`src/rtl/exe_stage_hs.sv`:
```
`default_nettype none
// ----------------------------------------------------------------------------
// exe_stage_hs : execute stage with valid/ready handshakes, multi-cycle op
// sequencing and an EX/MEM output register. Optional macro: EXE_FWD_EN.
// Revision: 1.0
// ----------------------------------------------------------------------------
module exe_stage_hs #(
  parameter int DATA_W   = 32,
  parameter int RADDR_W  = 5,
  parameter int ALU_OP_W = 5,
  parameter int BE_W     = 4
) (
  input  logic                clk,
  input  logic                rst,
  input  logic                flush_i,
  input  logic                e_valid_i,
  output logic                e_ready_o,
  input  logic [ALU_OP_W-1:0] e_alu_op_i,
  input  logic [DATA_W-1:0]   e_rs1_i,
  input  logic [DATA_W-1:0]   e_rs2_i,
  input  logic [DATA_W-1:0]   e_imm_i,
  input  logic [RADDR_W-1:0]  e_raddr_rs1_i,
  input  logic [RADDR_W-1:0]  e_raddr_rs2_i,
  input  logic [1:0]          e_origin_i,
  input  logic [1:0]          e_target_i,
  input  logic [DATA_W-1:0]   e_pc4_i,
  input  logic [DATA_W-1:0]   e_brj_pc_i,
  input  logic [RADDR_W-1:0]  e_waddr_i,
  input  logic                e_wr_i,
  input  logic [1:0]          e_store_op_i,
  input  logic [2:0]          e_load_op_i,
  input  logic                e_data_wr_i,
  input  logic                e_data_rd_i,
  input  logic [BE_W-1:0]     e_be_i,
  output logic [DATA_W-1:0]   alu_s1_o,
  output logic [DATA_W-1:0]   alu_s2_o,
  input  logic [DATA_W-1:0]   alu_res_i,
  output logic                mc_start_o,
  input  logic                mc_done_i,
  input  logic [DATA_W-1:0]   mc_res_i,
  output logic                m_valid_o,
  input  logic                m_ready_i,
  output logic [DATA_W-1:0]   m_rd_o,
  output logic [DATA_W-1:0]   m_addr_o,
  output logic [RADDR_W-1:0]  m_waddr_o,
  output logic                m_wr_o,
  output logic                m_data_wr_o,
  output logic                m_data_rd_o,
  output logic [BE_W-1:0]     m_be_o,
  output logic [2:0]          m_load_op_o
);

  typedef enum logic [1:0] {
    IDLE    = 2'd0,
    MC_WAIT = 2'd1,
    MC_DONE = 2'd2
  } state_t;

  state_t state_q, state_d;

  logic [DATA_W-1:0]  mc_res_q, mc_res_d;
  logic               m_valid_q, m_valid_d;
  logic [DATA_W-1:0]  m_rd_q, m_rd_d;
  logic [DATA_W-1:0]  m_addr_q, m_addr_d;
  logic [RADDR_W-1:0] m_waddr_q, m_waddr_d;
  logic               m_wr_q, m_wr_d;
  logic               m_data_wr_q, m_data_wr_d;
  logic               m_data_rd_q, m_data_rd_d;
  logic [BE_W-1:0]    m_be_q, m_be_d;
  logic [2:0]         m_load_op_q, m_load_op_d;

  logic [DATA_W-1:0]  rs1_f;
  logic [DATA_W-1:0]  rs2_f;
  logic [DATA_W-1:0]  result;
  logic [DATA_W-1:0]  store_data;
  logic [DATA_W-1:0]  rd_val;
  logic               out_free;
  logic               is_mc;
  logic               load;

`ifdef EXE_FWD_EN
  // Loads are excluded: their rd value is not known until the memory stage.
  logic fwd_ok;
  assign fwd_ok = m_valid_q & m_wr_q & ~m_data_rd_q & (m_waddr_q != '0);
  assign rs1_f  = (fwd_ok && (m_waddr_q == e_raddr_rs1_i)) ? m_rd_q : e_rs1_i;
  assign rs2_f  = (fwd_ok && (m_waddr_q == e_raddr_rs2_i)) ? m_rd_q : e_rs2_i;
  logic [ALU_OP_W-2:0] unused_op;
  assign unused_op = e_alu_op_i[ALU_OP_W-2:0];
`else
  assign rs1_f = e_rs1_i;
  assign rs2_f = e_rs2_i;
  logic unused_sigs;
  assign unused_sigs = ^{e_raddr_rs1_i, e_raddr_rs2_i, e_alu_op_i[ALU_OP_W-2:0]};
`endif

  assign alu_s1_o = rs1_f;
  assign alu_s2_o = e_origin_i[0] ? e_imm_i : rs2_f;
  assign out_free = ~m_valid_q | m_ready_i;
  assign is_mc    = e_alu_op_i[ALU_OP_W-1];
  assign result   = (state_q == MC_DONE) ? mc_res_q : alu_res_i;

  always_comb begin
    store_data = '0;
    case (e_store_op_i)
      2'd0:    store_data = DATA_W'(rs2_f[7:0]);
      2'd1:    store_data = DATA_W'(rs2_f[15:0]);
      2'd2:    store_data = DATA_W'(rs2_f[31:0]);
      default: store_data = '0;
    endcase
  end

  always_comb begin
    rd_val = '0;
    case (e_target_i)
      2'd0:    rd_val = result;
      2'd1:    rd_val = store_data;
      2'd2:    rd_val = '0;
      default: rd_val = e_origin_i[1] ? e_pc4_i : e_brj_pc_i;
    endcase
  end

  // Sequencer: start pulse only from IDLE; the op is held upstream until MC_DONE.
  always_comb begin
    state_d    = state_q;
    mc_res_d   = mc_res_q;
    e_ready_o  = 1'b0;
    mc_start_o = 1'b0;
    load       = 1'b0;
    if (flush_i) begin
      state_d = IDLE;
    end else begin
      case (state_q)
        IDLE: begin
          if (is_mc) begin
            mc_start_o = e_valid_i;
            if (e_valid_i) state_d = MC_WAIT;
          end else begin
            e_ready_o = out_free;
            load      = e_valid_i & out_free;
          end
        end
        MC_WAIT: begin
          if (mc_done_i) begin
            mc_res_d = mc_res_i;
            state_d  = MC_DONE;
          end
        end
        MC_DONE: begin
          e_ready_o = out_free;
          load      = e_valid_i & out_free;
          if (load) state_d = IDLE;
        end
        default: state_d = IDLE;
      endcase
    end
  end

  always_comb begin
    m_valid_d   = m_valid_q;
    m_rd_d      = m_rd_q;
    m_addr_d    = m_addr_q;
    m_waddr_d   = m_waddr_q;
    m_wr_d      = m_wr_q;
    m_data_wr_d = m_data_wr_q;
    m_data_rd_d = m_data_rd_q;
    m_be_d      = m_be_q;
    m_load_op_d = m_load_op_q;
    if (flush_i) begin
      m_valid_d = 1'b0;
    end else if (load) begin
      m_valid_d   = 1'b1;
      m_rd_d      = rd_val;
      m_addr_d    = result;
      m_waddr_d   = e_waddr_i;
      m_wr_d      = e_wr_i;
      m_data_wr_d = e_data_wr_i;
      m_data_rd_d = e_data_rd_i;
      m_be_d      = e_be_i;
      m_load_op_d = e_load_op_i;
    end else if (m_ready_i) begin
      m_valid_d = 1'b0;
    end
  end

  always_ff @(posedge clk or posedge rst) begin
    if (rst) begin
      state_q     <= IDLE;
      mc_res_q    <= '0;
      m_valid_q   <= 1'b0;
      m_rd_q      <= '0;
      m_addr_q    <= '0;
      m_waddr_q   <= '0;
      m_wr_q      <= 1'b0;
      m_data_wr_q <= 1'b0;
      m_data_rd_q <= 1'b0;
      m_be_q      <= '0;
      m_load_op_q <= '0;
    end else begin
      state_q     <= state_d;
      mc_res_q    <= mc_res_d;
      m_valid_q   <= m_valid_d;
      m_rd_q      <= m_rd_d;
      m_addr_q    <= m_addr_d;
      m_waddr_q   <= m_waddr_d;
      m_wr_q      <= m_wr_d;
      m_data_wr_q <= m_data_wr_d;
      m_data_rd_q <= m_data_rd_d;
      m_be_q      <= m_be_d;
      m_load_op_q <= m_load_op_d;
    end
  end

  assign m_valid_o   = m_valid_q;
  assign m_rd_o      = m_rd_q;
  assign m_addr_o    = m_addr_q;
  assign m_waddr_o   = m_waddr_q;
  assign m_wr_o      = m_wr_q;
  assign m_data_wr_o = m_data_wr_q;
  assign m_data_rd_o = m_data_rd_q;
  assign m_be_o      = m_be_q;
  assign m_load_op_o = m_load_op_q;

endmodule
`default_nettype wire

```
`config.mk`:
```
export PLATFORM = sky130hd
export DESIGN_NAME = exe_stage_hs
export DESIGN_NICKNAME = d
export VERILOG_FILES = /design/src/rtl/exe_stage_hs.sv
export SDC_FILE = /design/constraint.sdc
export NUM_CORES = 1
export LEC_CHECK = 0
export CORE_AREA = 5 5 155 157
export CTS_CLUSTER_DIAMETER = 150
export CTS_CLUSTER_SIZE = 24
export DETAILED_ROUTE_END_ITERATION = 8
export DIE_AREA = 0 0 160 162
export SYNTH_ARGS = -nofsm -noshare
export SYNTH_HDL_FRONTEND = slang
export SYNTH_SLANG_ARGS = --single-unit
```
`constraint.sdc`:
```
create_clock -name clk -period 5.1 [get_ports clk]
set_input_delay 0.51 -clock clk [delete_from_list [all_inputs] [get_ports clk]]
set_output_delay 0.51 -clock clk [all_outputs]
set_load 0.01 [all_outputs]
```
==> metrics.csv, run 1 <==
metric,value,unit
outcome,completed,
clk_skew,12.1,ps
Slew HR,0.326,
CTS sink count,114,
Post-Synthesis Net Count,795,
dpl hpwl,16.4,mm
routed wire length per instance,20.0,um
Syn-to-layout area delta,63.9,%
Worst EP required,4590,ps
largest net degree at the start of global routing,129,
Core Area,22400,um^2
cts repair resizes,0,
Max VDD drop,0.208,mV
setup TNS,0,ps
Tightest Pin Transition,1010,ps
Reg2Reg Setup Slack,3010,ps
Slew Limit Fails,0,
fin crit period,2640,ps
Syn Area/Cell,11.5,um^2
I/O Buffers,333,
Starting Density,0.271,
CTS tree,built,
GR Overflow Total,0,
total die area,25900,um^2
CP startpoint,e_origin_i[0],
number of global-route vias before repair,5597,
Iteration-0 DRC Markers,143,
final core occ,0.445,
Via density,4.64,
Placer Congestion,0.745,
capture point of the critical path,alu_s2_o[14],
initial antenna violation count,0,
worst path cell trace,"buf_2, mux2_2, clkdlybuf4s50_1",
clock transition at the registers of the reported paths,60,ps
post-synth cell types,31,
worst reg2reg path startpoint,state_q[0]$_DFFE_PP0P_,
RSZ-0062 raised after global routing,no,
final worst path period share,0.517,
Yosys reg bits,114,
clock buffer count from CTS,17,
Final Hold Vio Count,0,
deepest clock path buffer count,2,
first-pass GRT wire length,33.8,mm
Antenna Diode Count,0,
max-cap violation count,0,
path depth of the worst reg2reg path,4,
Yosys warning total,0,
hold_buf cts,0,
DR vias,5164,
die width,160,um
Die Y,162,um
Post-Place Setup Slack,2400,ps
share of layout cells above drive strength 1,0.183,
final setup violation count,0,
final net count,1080,
Max stage delay on crit path,670,ps
crit end category,output pin,
crit-path max FO,32,
setup slack after layout,2460,ps
H-tree level count,4,
Total GRT Usage,0.168,
Max Clk Rate,379,MHz
CP Class,in2out,
non-filler instance count after layout,1112,
Post-Route WL,22.2,mm
Placed Cells,1080,
Cell Rows,55,
"Seq/Total Area, Yosys",0.470,
Residual DRC,0,
CP max stage cell,buf_2,
post-CTS setup buffer count,0,
Post-Syn Area,6070,um^2
Clock Tree Root,clkbuf_16,
HP Class,in2async,
Crit path arrival time,2130,ps
Reg2Reg Capture Point,m_rd_o[31]$_DFFE_PP0P_,
Cells after Synth,529,
Leak,4.30,nW
Critical Path Start Type,input port,
worst skew pair latency,410,ps
power per cell area,347,nW/um^2
Pre-Repair DR Iteration Count,4,
Top Ports,412,
Post-DRT Antenna Nets,0,
[cells in the mapped netlist]
cell | n | area share
buf_8 | 1 | 0.0025
buf_12 | 2 | 0.0066
dfrtp_1 | 114 | 0.47
buf_2 | 21 | 0.017
o22ai_1 | 1 | 0.0010
nand2b_1 | 1 | 0.0010
o221ai_1 | 16 | 0.023
mux2_2 | 95 | 0.18
or2_2 | 1 | 0.0010
nand4b_1 | 1 | 0.0014
o221a_1 | 9 | 0.017
mux2i_1 | 64 | 0.11
and4bb_2 | 1 | 0.0021
o21ai_1 | 11 | 0.0091
nor2_1 | 4 | 0.0025
nand2_1 | 68 | 0.042
xor2_1 | 1 | 0.0014
o221a_2 | 7 | 0.013
nand2b_4 | 1 | 0.0023
nor2b_1 | 2 | 0.0021
nand3_1 | 17 | 0.014
clkbuf_1 | 14 | 0.0087
o21ai_2 | 3 | 0.0043
a211oi_1 | 1 | 0.0012
clkbuf_2 | 1 | 0.00082
buf_4 | 33 | 0.041
o21ai_0 | 35 | 0.029
inv_1 | 1 | 0.00062
buf_6 | 1 | 0.0019
or2_1 | 1 | 0.0010
and3_1 | 1 | 0.0010
[critical path, delay by kind of cell]
kind / cells / cell delay, ps
muxes: 1 / 410
buffers and inverters: 2 / 1180
[per-stage QoR]
step | power [mW] | hold slack (ps) | cell area [um^2]
floorplan | 1.65 | 480 | 6070
global placement | 2.22 | 460 | 9340
detailed placement | 2.24 | 465 | 9340
CTS | 3.52 | 475 | 9950
global route | 3.64 | 485 | 9950
finish | 3.46 | 474 | 9950
[layout make-up]
cell class	instances	area, um^2
Clock buffer	18	439
Fill cell	2171	12400
Sequential cell	114	2850
Clock inverter	14	178
Multi-Input combinational cell	341	2740
Timing Repair Buffer	339	3380
Tap cell	285	357
Inverter	1	6.26
[worst min-delay path by stage]
| stage | start | end | cells after the start |
|---|---|---|---|
| 2_1_floorplan | mc_res_q[28]$_DFFE_PP0P_ | mc_res_q[28]$_DFFE_PP0P_ | 1 |
| 3_3_place_gp | m_addr_o[23]$_DFFE_PP0P_ | m_addr_o[23]$_DFFE_PP0P_ | 2 |
| 3_5_place_dp | m_rd_o[2]$_DFFE_PP0P_ | m_rd_o[2]$_DFFE_PP0P_ | 2 |
| 4_1_cts | rst | m_load_op_o[2]$_DFFE_PP0P_ | 2 |
| 5_1_grt | m_rd_o[2]$_DFFE_PP0P_ | m_rd_o[2]$_DFFE_PP0P_ | 2 |
| 6_report | rst | m_load_op_o[2]$_DFFE_PP0P_ | 2 |
[sequential cells by signal, indices dropped and copies added (netlist names)]
register / flops
m_addr_o: 32
m_be_o: 4
m_data_rd_o: 1
m_data_wr_o: 1
m_load_op_o: 3
m_rd_o: 32
m_valid_o: 1
m_waddr_o: 5
m_wr_o: 1
mc_res_q: 32
state_q: 2
[report_power, final]
part / internal [mW] / switching (mW) / total [mW] / leakage [nW]
Combinational: 0.605 / 0.367 / 0.972 / 2.57
Clock: 0.789 / 0.464 / 1.25 / 0.302
Sequential: 1.12 / 0.109 / 1.23 / 1.43
[layer usage]
| layer | up-vias | part of all wire | GRT usage | wire length (um) |
|---|---|---|---|---|
| li1 | 2465 | - | - | - |
| met1 | 2459 | 0.39 | 0.189 | 8710 |
| met2 | 221 | 0.51 | 0.299 | 11300 |
| met3 | 19 | 0.089 | 0.0680 | 1980 |
| met4 | 0 | 0.013 | 0.0415 | 286 |
| met5 | - | 0 | 0 | 0 |
[cell families (layout without fill, tap and decap cells)]
kind of cell / Yosys count / in the layout / synth area share
mux: 159 / 159 / 0.282
simple gates: 98 / 98 / 0.0705
compound gates: 83 / 83 / 0.0973
buf+inv: 74 / 372 / 0.0791
flops: 114 / 114 / 0.470
xor+xnor: 1 / 1 / 0.00144
[layout by cell type (no fill, tap or decap), types with 2 or more instances in the layout]
cell,instances
clkdlybuf4s50_1,331
dfrtp_1,114
mux2_2,95
nand2_1,68
mux2i_1,64
o21ai_0,35
nand3_1,17
clkbuf_16,17
o221ai_1,16
o21ai_1,11
o221a_1,9
o221a_2,7
buf_4,5
nor2_1,4
inv_6,4
clkinv_4,4
o21ai_2,3
bufinv_16,3
nor2b_1,2
or2_2,2
clkinv_2,2
buf_2,2
No activity file was read; power rests on OpenSTA's default activity.
==> run 2, diff against run 1 <==
CORE_AREA = 5 5 159 161   (was 5 5 155 157)
DIE_AREA = 0 0 164 166   (was 0 0 160 162)
clock period = 2.4 ns   (was 5.1 ns; I/O delays follow)
==> run 2 against run 1 <==
- final cell count rose by 4.6%
- worst setup slack got worse by 2100 ps
- first-iteration DRC count rose by 25%
- via count rose by 0.62%
- register-to-register slack got worse by 2500 ps
- critical endpoint is now mc_start_o
- die area rose by 5.0%
- critical path depth rose by 1
- design area rose by 2.6%
- sequential power rose by 110%
- clock-buffer cell count did not move
- clock power rose by 110%
- power rose by 110%
==> metrics.csv, run 2 (synthesis gave the netlist of run 1 again) <==
metric,value,unit,change
dpl hpwl,17.2,mm,+5.1%
power per cell area,723,nW/um^2,+110%
clk_skew,7.36,ps,-4.69 ps
Clock Tree Root,clkbuf_16,,
Die Y,166,um,+2.5%
Syn-to-layout area delta,68.1,%,
Residual DRC,0,,unchanged
Antenna Diode Count,0,,unchanged
CTS tree,built,,
fin area,10200,um^2,+2.6%
RSZ-0062 raised after global routing,no,,
Total GRT Usage,0.162,,-0.00629
fin crit period,2070,ps,
setup TNS,0,ps,unchanged
HP Class,in2async,,
first-pass GRT wire length,33.7,mm,-0.27%
Tightest Pin Transition,520,ps,-491 ps
clock buffer count from CTS,17,,unchanged
final net count,1092,,+1.1%
WHS,165,ps,-309 ps
most frequent cells in the layout,"clkdlybuf4s50_1, dfrtp_1, mux2_2",,
final setup violation count,0,,unchanged
deepest clock path buffer count,2,,unchanged
Top Ports,412,,unchanged
number of global-route vias before repair,5623,,+0.46%
most common library cell in the layout ignoring fill and taps,clkdlybuf4s50_1,,
Slew Limit Fails,0,,unchanged
Pre-Repair DR Iteration Count,4,,unchanged
Worst EP required,2160,ps,-2430 ps
Max VDD drop,0.368,mV,+77%
cts repair resizes,0,,unchanged
Placer Congestion,0.730,,-2.1%
Leak,4.39,nW,+2.1%
largest net degree at the start of global routing,56,,-57%
Cell Rows,57,,+3.6%
Slew HR,0.653,,+0.327
Max Clk Rate,483,MHz,
Crit path arrival time,1830,ps,-300 ps
outcome,completed,,
CTS sink count,114,,unchanged
GR Overflow Total,0,,unchanged
worst skew pair latency,400,ps,about the same
Placed Area,9590,um^2,+2.7%
clock transition at the registers of the reported paths,60,ps,about the same
Iteration-0 DRC Markers,179,,+25%
Post-DRT Antenna Nets,0,,unchanged
share of layout cells above drive strength 1,0.193,,+0.0105
crit-path max FO,3,,-91%
post-CTS setup buffer count,0,,unchanged
H-tree level count,4,,unchanged
I/O Buffers,333,,unchanged
Core Area,23800,um^2,+6.5%
max-cap violation count,0,,unchanged
total die area,27200,um^2,+5.0%
die width,164,um,+2.5%
Post-Route WL,22.5,mm,+1.1%
routed wire length per instance,19.3,um,-3.3%
final worst path period share,0.862,,
CP Class,reg2out,,
initial antenna violation count,0,,unchanged
crit end category,output pin,,
final core occ,0.429,,-0.0165
Starting Density,0.255,,-0.0166
hold_buf cts,0,,unchanged
Overall Power,7.37,mW,+110%
Via density,4.47,,-3.8%
DR vias,5196,,+0.62%
Critical Path Start Type,register,,
Final Hold Vio Count,0,,unchanged
-- run 2: critical path: stages, from the launching register on --
cell and delay [ps]:
dfrtp_1 430, nor2_1 210, nand3_1 130, nor2_1 110
clkdlybuf4s50_1 550
-- run 2: where the power goes --
group	leakage, nW	internal, mW	switching, mW	total, mW
clock	0.297	1.67	0.972	2.65
combinational	2.67	1.32	0.798	2.11
sequential	1.43	2.38	0.231	2.61
total	4.39	5.37	2.00	7.37
-- run 2: final timing paths --
| check | from | to | slack [ps] | cells after the start |
|---|---|---|---|---|
| worst min register to register | m_addr_o[1]$_DFFE_PP0P_ | m_addr_o[1]$_DFFE_PP0P_ | 470 | 2 |
| worst max-delay path | state_q[1]$_DFFE_PP0P_ | mc_start_o | 330 | 4 |
| max in group asynchronous | rst | m_addr_o[14]$_DFFE_PP0P_ | 1610 | 3 |
| worst min-delay path | rst | m_be_o[0]$_DFFE_PP0P_ | 160 | 2 |
| worst max register to register | state_q[0]$_DFFE_PP0P_ | m_rd_o[25]$_DFFE_PP0P_ | 510 | 5 |
| min in group clk | mc_done_i | state_q[0]$_DFFE_PP0P_ | 440 | 2 |
-- run 2: cell type report --
cell class | instances | area, um^2
clock buffer | 18 | 439
inverter | 1 | 7.51
multi-input combinational | 341 | 2740
timing repair buffer | 351 | 3580
sequential | 114 | 2850
fill | 2352 | 13600
tap | 324 | 405
clock inverter | 14 | 180
-- run 2: through the flow --
step	worst slack [ps]	cells
6_report	331	1163
5_1_grt	251	1163
4_1_cts	332	1163
3_5_place_dp	457	1131
3_3_place_gp	465	1131
2_1_floorplan	775	529
-- run 2: layer usage --
layer,GRT usage,vias to the layer above,wire (um)
met1,0.186,2458,8780
met3,0.0568,36,2020
met5,0,-,0
met2,0.283,226,11200
li1,-,2476,-
met4,0.0507,0,500
